--- config.mk ---
export PLATFORM = sky130hd
export DESIGN_NAME = timed_phase_fsm
export DESIGN_NICKNAME = d
export VERILOG_FILES = /design/src/rtl/timed_phase_pkg.sv /design/src/rtl/tpf_down_counter.sv /design/src/rtl/timed_phase_fsm.sv
export SDC_FILE = /design/constraint.sdc
export NUM_CORES = 1
export LEC_CHECK = 0
export BUFFER_PORTS_ARGS = -buffer_cell sky130_fd_sc_hd__buf_2
export CAP_MARGIN = 20
export CORE_MARGIN = 2
export CORE_UTILIZATION = 53
export DETAILED_ROUTE_END_ITERATION = 12
export PLACE_DENSITY = 0.85
export SLEW_MARGIN = 10
export SYNTH_ARGS = -nofsm -noshare
export SYNTH_HDL_FRONTEND = slang
export SYNTH_SLANG_ARGS = --single-unit
--- constraint.sdc ---
create_clock -name clk -period 4.7 [get_ports clk]
set_clock_uncertainty 0.2 [all_clocks]
set_input_delay 0.47 -clock clk [delete_from_list [all_inputs] [get_ports clk]]
set_output_delay 0.47 -clock clk [all_outputs]
set_load 0.05 [all_outputs]
--- src/rtl/timed_phase_pkg.sv ---
// Shared types and helpers for the timed phase sequencer.
package timed_phase_pkg;

  typedef enum logic {
    IDLE = 1'b0,
    RUN  = 1'b1
  } state_t;

  // Phase index width: at least one bit even for a single-phase build.
  function automatic int phase_w(input int n);
    return (n <= 1) ? 1 : $clog2(n);
  endfunction

endpackage

--- src/rtl/tpf_down_counter.sv ---
// Loadable down-counter with zero flag; saturates at zero instead of wrapping.
module tpf_down_counter #(
  parameter int WIDTH = 16
) (
  input  logic             clk,
  input  logic             rst_n,
  input  logic             load,
  input  logic             dec,
  input  logic [WIDTH-1:0] load_val,
  output logic             zero
);

  logic [WIDTH-1:0] cnt;

  always_ff @(posedge clk) begin
    if (!rst_n) begin
      cnt <= '0;
    end else if (load) begin
      cnt <= load_val;
    end else if (dec && (cnt != '0)) begin
      cnt <= cnt - WIDTH'(1);
    end
  end

  assign zero = (cnt == '0);

endmodule

--- src/rtl/timed_phase_fsm.sv ---
// Timed run sequencer: a run of timer+1 cycles during which nonzero data
// advances a wrapping phase index and is captured onto out.
module timed_phase_fsm
  import timed_phase_pkg::*;
#(
  parameter int               WIDTH    = 16,
  parameter int               NPHASE   = 2,
  parameter logic [WIDTH-1:0] IDLE_OUT = WIDTH'(15)
) (
  input  logic                        clk,
  input  logic                        rst_n,
  input  logic [WIDTH-1:0]            timer,
  input  logic [WIDTH-1:0]            data,
  input  logic                        abort,
  output logic [WIDTH-1:0]            out,
  output logic [phase_w(NPHASE)-1:0]  phase,
  output logic                        busy,
  output logic                        expired
);

  localparam int PW = phase_w(NPHASE);

  state_t           state_q, state_d;
  logic             cnt_zero;
  logic             cnt_load;
  logic             cnt_dec;
  logic [WIDTH-1:0] cnt_load_val;
  logic [WIDTH-1:0] out_d;
  logic [PW-1:0]    phase_d;
  logic             expired_d;

  tpf_down_counter #(
    .WIDTH (WIDTH)
  ) u_cnt (
    .clk      (clk),
    .rst_n    (rst_n),
    .load     (cnt_load),
    .dec      (cnt_dec),
    .load_val (cnt_load_val),
    .zero     (cnt_zero)
  );

  always_ff @(posedge clk) begin
    if (!rst_n) begin
      state_q <= IDLE;
    end else begin
      state_q <= state_d;
    end
  end

  always_comb begin
    state_d = state_q;
    case (state_q)
      IDLE:    if (timer != '0) state_d = RUN;
      RUN:     if (abort || cnt_zero) state_d = IDLE;
      default: state_d = IDLE;
    endcase
  end

  // Abort outranks timeout, which outranks counting; the timeout cycle
  // never captures data.
  always_comb begin
    out_d        = out;
    phase_d      = phase;
    expired_d    = 1'b0;
    cnt_load     = 1'b0;
    cnt_load_val = '0;
    cnt_dec      = 1'b0;
    case (state_q)
      IDLE: begin
        cnt_load     = 1'b1;
        cnt_load_val = timer;
        phase_d      = '0;
        out_d        = IDLE_OUT;
      end
      RUN: begin
        if (abort) begin
          cnt_load = 1'b1;
          phase_d  = '0;
          out_d    = IDLE_OUT;
        end else if (cnt_zero) begin
          phase_d   = '0;
          out_d     = IDLE_OUT;
          expired_d = 1'b1;
        end else begin
          cnt_dec = 1'b1;
          if (data != '0) begin
            phase_d = (phase == PW'(NPHASE - 1)) ? '0 : phase + PW'(1);
            out_d   = data;
          end
        end
      end
      default: begin
        phase_d = '0;
        out_d   = IDLE_OUT;
      end
    endcase
  end

  always_ff @(posedge clk) begin
    if (!rst_n) begin
      out     <= IDLE_OUT;
      phase   <= '0;
      expired <= 1'b0;
    end else begin
      out     <= out_d;
      phase   <= phase_d;
      expired <= expired_d;
    end
  end

  assign busy = (state_q == RUN);

endmodule

==> impl_metrics.csv, run 1 <==
group,metric,value,unit
clocking,clk_latency,0.36,ns
drt,drtIter0Drc,57,
power,p_sw,223,uW
yosys,synth_cell_type_count,45,
drt,drt.antenna.violating_nets,0,
power,finalPower,667,uW
clocking,ctsResizeCount,0,
drt,drc,0,
yosys,ys_warn_count,0,
floorplan,die_x,58.2,um
grt,grtUsageMet3,0.0536,
flow_run,drv_cap,0,
clocking,postCtsSetupBuffers,0,
drt,post_drt_wl_per_cell,14.4,um
floorplan,initial_utilization,0.561,
yosys,synth-edff-count,0,
placed_design,post-place-ws,2.10,ns
worst_setup_path,criticalPathCategory,"reg -> reg",
yosys,synth_async_sr_flop_share,0,
power,clockPowerShare,0.275,
worst_setup_path,cp_data_required_time,4.71,ns
power,switching_share,0.335,
grt,grt_start_max_net_pins,21,
worst_setup_path,crit_fanout,12,
timing,worst_pin_slew,0.904,ns
yosys,yosysSeqAreaShare,0.449,
power,seqPwrFrac,0.503,
grt,grt_remaining_overflow,0,
power,power.density,353,mW/mm^2
grt,met2_usage,0.398,
grt,grt_pass1_vias,1409,
clocking,clkTransAtPathRegs,0.12,ns
timing,fin_setup_tns,0,ns
power,p_int,444,uW
cells_and_area,diodes,0,
timing,final-hold-violation-count,0,
hold_path,hold_class,"in -> reg",
yosys,synth-main-ff-cell,"dfxtp_1",
timing,layout_setup_ws,2.07,ns
power,pwr-share-comb,0.222,
timing,period_minus_slack,2.63,ns
worst_setup_path,cp.arrival,2.64,ns
timing,worst_hold_slack,0.0989,ns
grt,antenna_found_initial,0,
drt,vias_per_cell,5.87,
drt,finalWirelength,3830,um
power,ir_drop,0.300,mV
placed_design,hpwl,2850,um
grt,grt_busiest_layer,"met2",
clocking,cts.hold.buffers_added,0,
grt,grt_pass1_wl,6180,um
placed_design,placedCellCount,258,
drt,drt-pass1-iter-count,4,
cells_and_area,layout_common_cells,"buf_2, dfxtp_1, a21oi_1, nor2_1, nand2_1",
drt,vias,1561,
timing,grt_setup_unrepaired,"no",
yosys,ys_ff_latch,35,
timing,slew_headroom,0.394,
clocking,cts_buffer_depth,2,
worst_setup_path,cp_slowest_stage_delay,0.80,ns
grt,gr-usage-all-layers,0.241,
status,status,"completed",
placed_design,port_buffers,53,
timing,setup_violations,0,
cells_and_area,syn2layout_area_growth,21.3,%
clocking,cts_tree,"built",
yosys,avgSynthCellArea,8.47,sq um
grt,gr-usage-met1,0.300,
clocking,cts.sinks,35,
cells_and_area,final_core_util,0.680,
worst_setup_path,crit_path_start_kind,"flop",
floorplan,core,0.00278,sq mm
cells_and_area,stdcell_area,0.00189,sq mm
placed_design,place_area,0.00182,sq mm
clocking,root_buffer,"clkbuf_4",
floorplan,die-area,0.00339,sq mm
cells_and_area,fin_nets,270,
floorplan,num_rows,19,
power,p_leak,0.806,nW
yosys,synth.cell_area,0.00156,sq mm
clocking,numCtsBuffers,5,
timing,max_clock_freq,381,MHz
yosys,synth_cells,184,
placed_design,gp_congestion,0.843,
worst_setup_path,cp-end-kind,"flop",
cells_and_area,drive_gt1_frac,0.277,
floorplan,die_height,58.2,um
floorplan,num_io_pins,54,
yosys,syn-num-nets,220,
timing,report.final.slew_viol_count,0,
cells_and_area,mostFrequentLayoutCell,"buf_2",
timing,min_period_over_period,0.559,
clocking,htree_levels,2,
worst_setup_path,worstPathCellList,"or4_4, or3_1, o31ai_2, nor2_1",
worst_setup_path,crit_slowest_cell,"o31ai_2",
cells_and_area,fin_cells,266,
## state kept, by name, indices dropped and copies added (netlist names)
name       count
out           16
u_cnt.cnt     16
busy           1
expired        1
phase          1
## metal layers
| metal | up-vias | part of all wire | wire length [um] |
|---|---|---|---|
| met1 | 721 | 0.43 | 1660 |
| met4 | 0 | 0.010 | 40 |
| met3 | 4 | 0.069 | 265 |
| met2 | 55 | 0.49 | 1870 |
| li1 | 781 | - | - |
| met5 | - | 0 | 0 |
## Yosys cell counts (3+ instances only)
library cell | number | area share
a211o_1 | 4 | 0.022
a21oi_1 | 21 | 0.067
a31oi_1 | 3 | 0.012
buf_2 | 4 | 0.013
clkbuf_1 | 6 | 0.014
dfxtp_1 | 35 | 0.45
inv_1 | 5 | 0.012
nand2_1 | 13 | 0.031
nand3_1 | 3 | 0.0096
nand4_1 | 3 | 0.012
nor2_1 | 21 | 0.051
nor3_1 | 5 | 0.016
nor4_1 | 12 | 0.048
o21ai_0 | 5 | 0.016
or3_1 | 3 | 0.012
or4_1 | 4 | 0.019
xor2_1 | 4 | 0.022
## power groups by stage
stage	clock network [mW]	registers, mW	logic, mW
floorplan	0	0.359	0.0862
global placement	0	0.341	0.144
detailed placement	0	0.341	0.146
CTS	0.186	0.335	0.147
global route	0.197	0.338	0.161
finish	0.184	0.336	0.148
## logic make-up (layout without fill, tap and decap cells)
family / count (synthesis) / count (layout) / share of synthesized area
fa+ha+maj: 1 / 1 / 0.00802
compound gates: 50 / 50 / 0.205
buf+inv: 16 / 67 / 0.0417
xor+xnor: 5 / 5 / 0.0281
simple gates: 76 / 76 / 0.261
flops: 35 / 35 / 0.449
mux: 1 / 1 / 0.00642
## critical path, delay by kind of cell, from the launching register on
kind | cells | cell delay, ns
compound gates | 1 | 0.80
flops | 1 | 0.38
simple gates | 3 | 1.10
## worst paths after layout
| check | slack, ns | depth (start not counted) | end | from |
|---|---|---|---|---|
| max | 2.07 | 4 | u_cnt.cnt[2] | u_cnt.cnt[10] |
| min | 0.1 | 2 | out[2] | data[2] |
| max reg2reg | 2.07 | 4 | u_cnt.cnt[2] | u_cnt.cnt[10] |
| min reg2reg | 0.27 | 1 | out[1] | out[1] |
## cell type report
| cell class | instances | area (sq um) |
|---|---|---|
| inverter | 5 | 18.8 |
| tap | 31 | 38.8 |
| clock inverter | 2 | 16.3 |
| sequential | 35 | 701 |
| clock buffer | 6 | 51.3 |
| multi-input combinational | 133 | 793 |
| fill | 256 | 890 |
| timing repair buffer | 54 | 273 |
No activity file was read; power rests on OpenSTA's default activity.
==> run 2: changes to the inputs <==
--- a/config.mk
+++ b/config.mk
@@ -8,9 +8,9 @@
 export BUFFER_PORTS_ARGS = -buffer_cell sky130_fd_sc_hd__buf_2
 export CAP_MARGIN = 20
 export CORE_MARGIN = 2
-export CORE_UTILIZATION = 53
+export CORE_UTILIZATION = 49
 export DETAILED_ROUTE_END_ITERATION = 12
-export PLACE_DENSITY = 0.85
+export PLACE_DENSITY = 0.79
 export SLEW_MARGIN = 10
 export SYNTH_ARGS = -nofsm -noshare
 export SYNTH_HDL_FRONTEND = slang
==> constraint.sdc (replaced) <==
create_clock -name clk -period 2.46 [get_ports clk]
set_clock_uncertainty 0.2 [all_clocks]
set_input_delay 0.246 -clock clk [delete_from_list [all_inputs] [get_ports clk]]
set_output_delay 0.246 -clock clk [all_outputs]
set_load 0.05 [all_outputs]
==> run 2 against run 1 <==
Register-to-register slack worse by 2.0 ns; first-iteration DRC count up 56%; sequential share of layout area down 5.5 points; total power up 93%; die area up 7.6%; cell area up 17%; largest cell class unchanged; worst setup slack worse by 2.0 ns; critical endpoint is now u_cnt.cnt[1]; non-clock buffer count up 33; clock power up 71%.
==> impl_metrics.csv, run 2 (synthesized netlist as in run 1, its figures left out) <==
group,metric,value,unit
status,status,"completed",
floorplan,die-area,0.00365,sq mm
timing,grt_setup_unrepaired,"no",
timing,report.final.slew_viol_count,0,
power,clockPowerShare,0.245,
drt,vias_per_cell,5.42,
drt,drtIter0Drc,89,
cells_and_area,fin_nets,303,
timing,setup_violations,0,
drt,post_drt_wl_per_cell,14.1,um
timing,layout_setup_ws,0.118,ns
grt,grt_remaining_overflow,0,
worst_setup_path,endpoint,"u_cnt.cnt[1]",
drt,finalWirelength,4400,um
timing,period_minus_slack,2.34,ns
floorplan,initial_utilization,0.515,
timing,fin_setup_tns,0,ns
power,seqPwrFrac,0.499,
drt,drt-pass1-iter-count,4,
floorplan,num_io_pins,54,
grt,grt_pass1_vias,1611,
drt,drt.antenna.violating_nets,0,
worst_setup_path,cp_data_required_time,2.50,ns
worst_setup_path,r2r.worst_path.cells,4,
worst_setup_path,cp.depth,4,
power,p_sw,409,uW
grt,antenna_found_initial,0,
floorplan,num_rows,20,
floorplan,core,0.00303,sq mm
placed_design,gp_congestion,0.849,
timing,final-hold-violation-count,0,
worst_setup_path,cp.arrival,2.39,ns
clocking,root_buffer,"clkbuf_4",
clocking,htree_levels,2,
clocking,clk_latency,0.34,ns
worst_setup_path,r2r_end,"u_cnt.cnt[1]",
cells_and_area,top_regs,"out: 16 flops, u_cnt.cnt: 16 flops",
hold_path,hold_class,"in -> reg",
drt,vias,1687,
timing,worst_pin_slew,0.498,ns
clocking,cts_buffer_depth,2,
floorplan,die_height,60.4,um
power,ir_drop,0.377,mV
cells_and_area,syn2layout_area_growth,42.4,%
placed_design,port_buffers,53,
power,pwr-share-comb,0.256,
worst_setup_path,reg2reg_from,"u_cnt.cnt[10]",
worst_setup_path,criticalPathCategory,"reg -> reg",
grt,gr-usage-all-layers,0.269,
clocking,cts_tree,"built",
cells_and_area,mostFrequentLayoutCell,"buf_2",
worst_setup_path,worstPathCellList,"or4_4, or3_1, or4_1, and4_1",
worst_setup_path,crit_fanout,7,
grt,grt_pass1_wl,7130,um
clocking,numCtsBuffers,5,
timing,slew_headroom,0.665,
worst_setup_path,crit_family,"simple AND/OR/NAND/NOR gates",
worst_setup_path,crit_buf_inv,0,
worst_setup_path,crit_path_start_kind,"flop",
worst_setup_path,rrSetupSlack,0.12,ns
worst_setup_path,cp-end-kind,"flop",
cells_and_area,layout_common_cells,"buf_2, dfxtp_1, dlygate4sd3_1, a21oi_1, nor2_1",
power,p_leak,0.949,nW
placed_design,hpwl,2750,um
cells_and_area,diodes,0,
power,p_int,878,uW
power,power.density,580,mW/mm^2
cells_and_area,nFillCells,224,
timing,max_clock_freq,427,MHz
drt,drc,0,
clocking,cts.sinks,35,
worst_setup_path,crit_slowest_cell,"or4_4",
power,switching_share,0.318,
clocking,clkTransAtPathRegs,0.10,ns
worst_setup_path,critPathLaunch,"u_cnt.cnt[10]",
placed_design,post-place-ws,0.132,ns
flow_run,drv_cap,0,
floorplan,die_x,60.4,um
worst_setup_path,cp_slowest_stage_delay,0.57,ns
cells_and_area,drive_gt1_frac,0.262,
timing,min_period_over_period,0.952,
grt,grt_start_max_net_pins,21,
==> run 2: worst reg2reg max path: stages, from the launching register on <==
cell and delay (ns):
dfxtp_1 0.37, or4_4 0.57, or3_1 0.43, or4_1 0.49, and4_1 0.18
==> run 2: power by group through the flow <==
stage	Clock [mW]	Sequential, mW	Combinational, mW
2_1_floorplan	0	0.685	0.165
3_3_place_gp	0	0.651	0.286
3_5_place_dp	0	0.652	0.288
4_1_cts	0.319	0.641	0.322
5_1_grt	0.340	0.649	0.363
6_report	0.315	0.643	0.329
==> run 2: final cells by class <==
cell class              count  area, sq um  area share
inverters                   5         18.8     0.00846
well taps                  44         55.1      0.0248
flip-flops and latches     35          701       0.316
clock buffers               6         51.3      0.0231
clock inverters             1         5.00     0.00225
multi-input cells         133          798       0.360
repair buffers             87          591       0.266
==> run 2: worst min-delay path by stage <==
stage               endpoint  cells past startpoint  startpoint  slack (ns)
3_5_place_dp          out[1]                      1      out[1]        0.25
6_report             expired                      3       rst_n        0.01
3_3_place_gp          out[1]                      1      out[1]        0.24
4_1_cts        u_cnt.cnt[11]                      3   timer[11]       0.004
2_1_floorplan         out[0]                      1     data[0]        0.14
5_1_grt        u_cnt.cnt[11]                      3   timer[11]        0.01
==> run 2: metrics by stage <==
step / power [mW] / cells / area [sq um] / hold slack, ns / utilization
after floorplan: 0.850 / 184 / 1560 / 0.140 / -
after global placement: 0.937 / 276 / 1880 / 0.242 / 0.620
after detailed placement: 0.939 / 276 / 1880 / 0.247 / 0.620
after CTS: 1.28 / 311 / 2210 / 0.00409 / 0.731
after global routing: 1.35 / 311 / 2220 / 0.00961 / 0.733
final: 1.29 / 311 / 2220 / 0.00997 / 0.733
==> run 2: metal layers <==
layer,share of wire,vias to the layer above,global-route usage
li1,-,850,-
met1,0.43,780,0.312
met2,0.50,46,0.480
met3,0.051,11,0.0597
met4,0.021,0,0.111
met5,0,-,0
==> run 2: timing repair <==
| action | in CTS | in global routing |
|---|---|---|
| setup endpoints to repair | 0 | 1 |
| hold buffers | 28 | 0 |
| endpoints found under the hold margin | 28 | 0 |
| resized for setup | 0 | 1 |
| buffers inserted | 0 | 0 |
